### src/rtl/syn_io_arbiter.sv
// syn_io_arbiter: round-robin arbiter that lets several requesters share a
// single synapse IO unit. One operation is outstanding at a time: grant,
// start pulse, collect the channel-0/channel-1 result beats (or time out),
// then return a one-cycle response to the granted requester.

module syn_io_arbiter #(
    parameter int NUM_REQ = 2,
    parameter int DATA_W  = 128,
    parameter int PAT_W   = 8,
    parameter int TIMEOUT = 255
) (
    input  logic               clk,
    input  logic               reset,
    input  logic [NUM_REQ-1:0] req_valid,
    output logic [NUM_REQ-1:0] req_ready,
    output logic [NUM_REQ-1:0] resp_valid,
    output logic [DATA_W-1:0]  resp_data0,
    output logic [DATA_W-1:0]  resp_data1,
    output logic [PAT_W-1:0]   resp_pat_ctr,
    output logic               resp_err,
    output logic               syn_start,
    input  logic               syn_busy,
    input  logic               syn_valid,
    input  logic               syn_channel,
    input  logic [DATA_W-1:0]  syn_data,
    input  logic [PAT_W-1:0]   syn_pat_ctr
);

    localparam int IDX_W = (NUM_REQ > 1) ? $clog2(NUM_REQ) : 1;
    localparam int CTR_W = 16;
    localparam logic [CTR_W-1:0] TIMEOUT_LAST = CTR_W'(TIMEOUT - 1);

    typedef enum logic [1:0] {IDLE, START, WAIT, RESP} state_t;

    state_t state, state_next;

    logic [IDX_W-1:0]  rr_ptr;
    logic [IDX_W-1:0]  grant_idx;
    logic [IDX_W-1:0]  pick_idx;
    logic              pick_found;
    logic              got0, got1;
    logic [CTR_W-1:0]  wait_ctr;
    logic [DATA_W-1:0] data0, data1;
    logic [PAT_W-1:0]  pat;
    logic [DATA_W-1:0] data0_next, data1_next;
    logic [PAT_W-1:0]  pat_next;
    logic              capture0, capture1;
    logic              done, expired;

    assign capture0 = (state == WAIT) && syn_valid && !syn_channel;
    assign capture1 = (state == WAIT) && syn_valid && syn_channel;
    assign done     = got0 && got1 && !syn_busy;
    assign expired  = (wait_ctr == TIMEOUT_LAST);

    // Round-robin search: first requester at or after rr_ptr, wrapping.
    always_comb begin
        int cand;
        logic [IDX_W-1:0] cand_idx;
        pick_idx   = '0;
        pick_found = 1'b0;
        cand       = 0;
        cand_idx   = '0;
        for (int i = 0; i < NUM_REQ; i++) begin
            cand = int'(rr_ptr) + i;
            if (cand >= NUM_REQ) begin
                cand = cand - NUM_REQ;
            end
            cand_idx = IDX_W'(cand);
            if (!pick_found && req_valid[cand_idx]) begin
                pick_found = 1'b1;
                pick_idx   = cand_idx;
            end
        end
    end

    // Result values as they will look after this cycle's beat, so a beat
    // landing on the exit cycle still makes it into the response.
    always_comb begin
        data0_next = data0;
        data1_next = data1;
        pat_next   = pat;
        if (capture0) begin
            data0_next = syn_data;
        end
        if (capture1) begin
            data1_next = syn_data;
            pat_next   = syn_pat_ctr;
        end
    end

    // Next-state and handshake decode; req_ready is suppressed while reset is held.
    always_comb begin
        state_next = state;
        req_ready  = '0;
        resp_valid = '0;
        syn_start  = 1'b0;
        case (state)
            IDLE: begin
                if (pick_found && !syn_busy && !reset) begin
                    req_ready[pick_idx] = 1'b1;
                    state_next          = START;
                end
            end
            START: begin
                syn_start  = 1'b1;
                state_next = WAIT;
            end
            WAIT: begin
                if (done || expired) begin
                    state_next = RESP;
                end
            end
            RESP: begin
                resp_valid[grant_idx] = 1'b1;
                state_next            = IDLE;
            end
            default: state_next = IDLE;
        endcase
    end

    // State register.
    always_ff @(posedge clk or posedge reset) begin
        if (reset) begin
            state <= IDLE;
        end else begin
            state <= state_next;
        end
    end

    // Grant bookkeeping: latch the winner, advance the pointer on completion.
    always_ff @(posedge clk or posedge reset) begin
        if (reset) begin
            grant_idx <= '0;
            rr_ptr    <= '0;
        end else begin
            if (state == IDLE && state_next == START) begin
                grant_idx <= pick_idx;
            end
            if (state == RESP) begin
                if (grant_idx == IDX_W'(NUM_REQ - 1)) begin
                    rr_ptr <= '0;
                end else begin
                    rr_ptr <= grant_idx + IDX_W'(1);
                end
            end
        end
    end

    // Beat-arrival flags and WAIT cycle counter, cleared at the start pulse.
    always_ff @(posedge clk or posedge reset) begin
        if (reset) begin
            got0     <= 1'b0;
            got1     <= 1'b0;
            wait_ctr <= '0;
        end else if (state == START) begin
            got0     <= 1'b0;
            got1     <= 1'b0;
            wait_ctr <= '0;
        end else if (state == WAIT) begin
            if (capture0) begin
                got0 <= 1'b1;
            end
            if (capture1) begin
                got1 <= 1'b1;
            end
            wait_ctr <= wait_ctr + CTR_W'(1);
        end
    end

    // Capture registers; only beats seen in WAIT are kept, last one wins.
    always_ff @(posedge clk or posedge reset) begin
        if (reset) begin
            data0 <= '0;
            data1 <= '0;
            pat   <= '0;
        end else begin
            data0 <= data0_next;
            data1 <= data1_next;
            pat   <= pat_next;
        end
    end

    // Response registers load on the way into RESP and then hold; the error
    // flag is cleared when a new operation starts.
    always_ff @(posedge clk or posedge reset) begin
        if (reset) begin
            resp_data0   <= '0;
            resp_data1   <= '0;
            resp_pat_ctr <= '0;
            resp_err     <= 1'b0;
        end else if (state == START) begin
            resp_err <= 1'b0;
        end else if (state == WAIT && state_next == RESP) begin
            resp_data0   <= data0_next;
            resp_data1   <= data1_next;
            resp_pat_ctr <= pat_next;
            resp_err     <= !done;
        end
    end

endmodule

### config.mk
export PLATFORM = sky130hd
export DESIGN_NAME = syn_io_arbiter
export DESIGN_NICKNAME = d
export VERILOG_FILES = /design/src/rtl/syn_io_arbiter.sv
export SDC_FILE = /design/constraint.sdc
export NUM_CORES = 1
export LEC_CHECK = 0
export CAP_MARGIN = 20
export CORE_AREA = 4 4 236 192
export CTS_CLUSTER_DIAMETER = 100
export DETAILED_ROUTE_END_ITERATION = 10
export DIE_AREA = 0 0 240 196
export PLACE_DENSITY_LB_ADDON = 0.2
export SKIP_CTS_REPAIR_TIMING = 1
export SLEW_MARGIN = 20
export SYNTH_ARGS = -nofsm -noshare
export SYNTH_HDL_FRONTEND = slang
export SYNTH_SLANG_ARGS = --single-unit
export TNS_END_PERCENT = 50
### constraint.sdc
create_clock -name clk -period 21.3 [get_ports clk]
set_input_delay 2.13 -clock clk [delete_from_list [all_inputs] [get_ports clk]]
set_output_delay 2.13 -clock clk [all_outputs]
set_load 0.05 [all_outputs]
==> impl_results.md, run 1 <==
* Starting Density at 51.5%
* First-pass GRT wire length at 80600 um
* Row count at 68
* WS Path Type: primary input to output port
* Worst min-delay path class: flip-flop to flip-flop
* CTS tree: built
* Reg-to-Reg End: resp_pat_ctr[6]
* HPWL after DPL at 33400 um
* Pwr dens at 181 nW/um2
* Critical Path Fanout Max at 3
* Slowest stage cell, crit path: clkdlybuf4s50_1
* Post-synthesis mux area share at 24.9%
* Worst-margin pin slew at 1.12 ns
* Die area at 47000 um2
* Mapped cell area at 22100 um2
* Crit path largest cell delay at 0.84 ns
* Total negative slack at 0 ns
* RePlAce Congestion at 0.792
* Final period utilization at 28.6%
* Bufs on Longest Clock Path at 3
* Total CTS buffers at 54
* Synthesized instance count at 1526
* Final wirelength at 51400 um
* H-tree depth at 2
* Wire length per cell at 20.3 um
* Crit-path cells: clkdlybuf4s50_1, nor2_1, nand2_1, a211oi_1, clkdlybuf4s50_1
* Share of cells above drive strength 1 at 25.4%
* Vias post-DR at 13000
* WP buf/inv at 2
* Worst slack, placed at 15.15 ns
* Post-synthesis cell type count at 37
* Layout Skew at 0.0195 ns
* Post-Synth XOR/XNOR Area at 0.396%
* NumNets Final at 2080
* Commonest non-fill, non-tap cell in the layout: dfrtp_1
* Setup WS post-layout at 15.21 ns
* Max cap viols at 0
* Starting DRT DRC Count at 668
* Mean Syn Cell Area at 14.5 um2
* HP Start: data0[89]
* CP arrival at 3.96 ns
* P&R area growth vs syn at 27.2%
* Commonest cells after routing, fill and taps aside: dfrtp_1, clkdlybuf4s50_1, nand2_1, mux2_4, mux2_2
* Residual DRC at 0
* Highest Clock Rate at 0.164 GHz
* First-pass detailed-route iteration total at 4
* R2r setup slk at 16.70 ns
* Initial antenna violation count at 2
* Post-DRT Antenna Nets at 0
* Vias per cell at 5.14
* Max-slew headroom at 25.6%
* Slew Limit Fails at 0
* Final Hold Fails at 0
* FF+latch count, synth at 551
* Post-synthesis adder-cell area fraction at 0.340%
* Crit-path leading delay family: buffers and inverters
* VDD IR max at 0.000131 V
* Overall fraction of global-route tracks in use at 21.6%
* Largest net degree at the start of global routing at 184
* Worst reg2reg path depth at 8
* Unrepaired setup endpoints after global routing: false
* Reg2reg start: state[0]
* Root Driver: clkbuf_16
* # clock sinks at 551
* Syn_nets at 1675
* Total gr overflow at 0
* Clock Latency Late Sink at 0.59 ns
* CP Capture Type: output port
* Fin crit period at 6.09 ns
* CP startpoint kind: primary input
* Vert. Die Dim at 196 um
* Worst hold path endpoint: data0[89]
* Synth Area in Compound Gates at 0.447%
* Hold path depth at 2
* Core ar. at 42900 um2
* Vias in the first global route at 14100
* Largest family of logic cells by synthesized area: multiplexers
* CP Data Required Time at 19.17 ns
* Port bufs at 412
* # IOs at 413
* Register area share after synthesis at 62.4%
* Final setup violation count at 0
* Pleak at 0.0138 uW
* Clk slew on worst S/H paths at 0.06 ns
* Status: completed
* Die width at 240 um
* Critical path's most frequent cell: clkdlybuf4s50_1
* Synth Warn # at 0
* Simple-Gate Fraction of Synth Area at 8.13%
## layout make-up
type | instances | area (um2)
well taps | 560 | 701
multi-input cells | 890 | 7600
diodes | 2 | 5.00
repair buffers | 424 | 4240
inverters | 10 | 50.0
flip-flops and latches | 551 | 13800
clock buffers | 82 | 1610
fillers | 3126 | 14800
clock inverters | 16 | 121
## per-layer routing
metal,share of wire (%),routed length [um],vias to the layer above,track usage [%]
met5,0.043,22,-,0
met4,2.2,1130,4,5.75
met3,5.7,2900,74,5.10
met2,48,24600,290,35.0
met1,44,22700,6744,29.6
li1,-,-,5910,-
## worst max path at each step
stage               startpoint         endpoint  slack [ns]  cells past startpoint
floorplan                reset         data0[0]        3.76                      1
global placement         reset  resp_data1[102]       15.16                      7
detailed placement       reset  resp_pat_ctr[6]       15.15                      7
CTS                      reset     req_ready[0]       15.22                      5
global route             reset     req_ready[0]       15.09                      5
finish                   reset     req_ready[0]       15.21                      5
## Yosys cell counts, drive strengths merged
library cell | n | area (um2)
and4 | 1 | 8.76
nor3b | 1 | 7.51
clkbuf | 40 | 150
nor3 | 5 | 30.0
nand3 | 8 | 40.0
nor2 | 20 | 75.1
or2 | 2 | 12.5
xor2 | 4 | 35.0
nand4 | 3 | 18.8
o311ai | 1 | 8.76
mux2i | 2 | 20.0
o21ai | 8 | 40.0
a21oi | 2 | 10.0
nand3b | 3 | 22.5
o221a | 1 | 11.3
nor2b | 4 | 25.0
and3 | 1 | 6.26
ha | 6 | 75.1
dfrtp | 551 | 13800
nand2b | 1 | 6.26
a211oi | 1 | 7.51
or3 | 2 | 12.5
a41oi | 1 | 8.76
mux2 | 401 | 5490
buf | 35 | 554
and2 | 2 | 12.5
nor4 | 4 | 25.0
o22ai | 2 | 12.5
xnor2 | 6 | 52.6
inv | 10 | 37.5
nand2 | 398 | 1490
## worst min-delay path, delay by kind of cell, from the launching register on
| kind | cells | cell delay [ns] |
|---|---|---|
| and+or+nand+nor | 2 | 0.11 |
| DFF | 1 | 0.32 |
## power by group
part | total (uW) | internal, uW | switching, uW | leakage (uW)
registers | 1750 | 1530 | 224 | 0.00682
logic | 2410 | 1010 | 1400 | 0.00608
clock network | 928 | 532 | 396 | 0.000860
## state kept, by name (all words and copies together) (netlist names)
name          count
data0           128
data1           128
got0              1
got1              1
grant_idx         1
pat               8
resp_data0      128
resp_data1      128
resp_err          1
resp_pat_ctr      8
rr_ptr            1
state             2
wait_ctr         16
## stage by stage
| stage | cell area, um2 | hold slack [ns] | util (%) | total power, uW | cells |
|---|---|---|---|---|---|
| 2_1_floorplan | 22100 | 0.434 | - | 3470 | 1526 |
| 3_3_place_gp | 26400 | 0.447 | 61.5 | 4110 | 2435 |
| 3_5_place_dp | 26400 | 0.451 | 61.5 | 4180 | 2435 |
| 4_1_cts | 28100 | 0.467 | 65.5 | 5130 | 2533 |
| 5_1_grt | 28100 | 0.493 | 65.5 | 5320 | 2533 |
| 6_report | 28100 | 0.468 | 65.6 | 5090 | 2535 |
## kinds of logic after synthesis
| group | count (synthesis) |
|---|---|
| AOI/OAI and AO/OA | 16 |
| buffers and inverters | 85 |
| muxes | 403 |
| xor gates and xnor gates | 10 |
| adders and majority gates | 6 |
| and+or+nand+nor | 455 |
| DFF | 551 |
No activity file was read; power rests on OpenSTA's default activity.
==> run 2, diff against run 1 <==
Clock period 21.3 ns to 5.9 ns, I/O delays scaled along.
==> run 2 against run 1 <==
Against the previous run:
- global-route usage down 0.11 points
- setup slack worse by 13 ns
- routed wire length down 0.55%
- critical endpoint is now resp_data1[49]
- final cell count about the same
- sequential power rose to 3.6 times the previous value
- largest cell class unchanged
- design area up 0.52%
- clock skew down 0.0089 ns
==> impl_results.md, run 2 (synthesis gave the netlist of run 1 again) <==
* Status: completed
* Core ar. at 42900 um2 (unchanged)
* Cell internal pwr at 11300 uW (+270%)
* Fin crit period at 3.54 ns
* # IOs at 413 (unchanged)
* Hold Slack at 0.469 ns (+0.000654 ns)
* Highest Clock Rate at 0.283 GHz
* Pwr dens at 654 nW/um2 (+260%)
* Starting DRT DRC Count at 677 (+1.3%)
* Crit path largest cell delay at 0.64 ns (-0.20 ns)
* Placed cell count at 2437 (+0.082%)
* First-pass GRT wire length at 80400 um (-0.17%)
* Unrepaired setup endpoints after global routing: false
* Wire length per cell at 20.2 um (-0.47%)
* Max-slew headroom at 17.7% (-7.9 points)
* Final period utilization at 60.0%
* H-tree depth at 2 (unchanged)
* Fill cell count at 3139 (+0.42%)
* Layout Skew at 0.0106 ns (-0.00892 ns)
* Bufs on Longest Clock Path at 3 (unchanged)
* Clk slew on worst S/H paths at 0.06 ns (about the same)
* Pleak at 0.0138 uW (+0.48%)
* Total gr overflow at 0 (unchanged)
* Fin area at 28300 um2 (+0.52%)
* Final Hold Fails at 0 (unchanged)
* Layout Utilization at 65.9% (+0.34 points)
* RePlAce Congestion at 0.774 (-2.3%)
* P&R area growth vs syn at 27.9%
* Starting Density at 51.5% (unchanged)
* Initial antenna violation count at 3 (+1)
* Met3 WL at 3080 um (+6.2%)
* Sw Share at 39.1% (-0.56 points)
* Vias post-DR at 12900 (-0.64%)
* WS Path Type: flip-flop to flip-flop
* Crit-path leading delay family: simple AND/OR/NAND/NOR gates
* Die area at 47000 um2 (unchanged)
* Slew Limit Fails at 0 (unchanged)
* Die width at 240 um (unchanged)
* Top Metal Used: met5
* Max cap viols at 0 (unchanged)
* CTS tree: built
* # clock sinks at 551 (unchanged)
* Overall fraction of global-route tracks in use at 21.5% (-0.11 points)
* Non-Filler Instances at 2533 (-0.079%)
* Post-DRT Antenna Nets at 0 (unchanged)
* Worst min-delay path class: flip-flop to flip-flop
* Residual DRC at 0 (unchanged)
* CP Data Required Time at 6.36 ns (-12.81 ns)
* Tot Pwr at 18500 uW (+260%)
* CP startpoint kind: flip-flop
* Total CTS buffers at 54 (unchanged)
* Logic gate share of total power at 47.1% (-0.2 points)
* Commonest non-fill, non-tap cell in the layout: dfrtp_1
* Placed cell areas at 26400 um2 (+0.28%)
* Psw at 7220 uW (+260%)
* First-pass detailed-route iteration total at 4 (unchanged)
* Largest net degree at the start of global routing at 179 (-2.7%)
* Clock Latency Late Sink at 0.59 ns (about the same)
* Worst-margin pin slew at 1.23 ns (+0.118 ns)
* Met2 WL post-DR at 25000 um (+1.5%)
* Vert. Die Dim at 196 um (unchanged)
* Critical Path Fanout Max at 131 (+128)
* Clock share of power at 18.8% (+0.6 points)
* Vias in the first global route at 14000 (-0.53%)
* Crit-path cells: inv_1, ha_1, nor2b_1, nand3_1, or3_4, buf_12, mux2_4
* Port bufs at 412 (unchanged)
* Share of cells above drive strength 1 at 25.5% (+0.077 points)
* Vias per cell at 5.11 (-0.56%)
* NumNets Final at 2082 (+0.096%)
* CP arrival at 4.00 ns (+0.04 ns)
* WP buf/inv at 2 (unchanged)
* Seq pwr share at 34.1% (-0.4 points)
* Slowest stage cell, crit path: ha_1
* Commonest cells after routing, fill and taps aside: dfrtp_1, clkdlybuf4s50_1, nand2_1, mux2_4, mux2_2
* Final setup violation count at 0 (unchanged)
* Root Driver: clkbuf_16
* Final wirelength at 51100 um (-0.55%)
* HPWL after DPL at 33300 um (-0.30%)
* CP Capture Type: flip-flop
* Row count at 68 (unchanged)
* Metal-1 WL at 21900 um (-3.4%)
* VDD IR max at 0.000415 V (+220%)
## run 2: through the flow
stage / setup slack, ns / TNS [ns]
2_1_floorplan: -2.19 / -1205.50
3_3_place_gp: 2.50 / 0
3_5_place_dp: 2.48 / 0
4_1_cts: 2.57 / 0
5_1_grt: 2.34 / 0
6_report: 2.36 / 0
## run 2: cell type report
cell class | count | area, um2 | share of cell area (%)
clock inverter | 14 | 174 | 0.616
timing repair buffer | 426 | 4320 | 15.3
inverter | 10 | 41.3 | 0.146
multi-input combinational | 890 | 7600 | 26.9
antenna | 2 | 5.00 | 0.0177
tap | 560 | 701 | 2.48
clock buffer | 80 | 1630 | 5.78
sequential | 551 | 13800 | 48.8
## run 2: path summary, 6_finish.rpt
check,slack (ns),to,from,depth (start not counted)
setup / recovery,2.36,resp_data1[49],state[0],7
hold / removal,0.47,data0[88],data0[88],2
setup reg to reg,2.36,resp_data1[49],state[0],7
hold reg to reg,0.47,data0[88],data0[88],2
max in group asynchronous,3.97,resp_data1[25],reset,4
min in group asynchronous,0.51,data1[6],reset,2
## run 2: power groups by stage
stage	sequential (uW)	clock, uW	combinational [uW]
3_3_place_gp	6290	0	8550
4_1_cts	6310	3580	8770
6_report	6310	3480	8700
5_1_grt	6480	3740	9140
2_1_floorplan	9020	0	3520
3_5_place_dp	6340	0	8750
## run 2: per-layer routing
layer,global-route usage [%],vias up
met1,28.6,6704
met4,6.09,2
li1,-,5894
met2,35.2,271
met3,5.69,68
met5,0,-
## run 2: worst min-delay path: stages (launching register included)
cell and delay (ns):
dfrtp_1 0.32, nand2_1 0.05, nand2_1 0.07
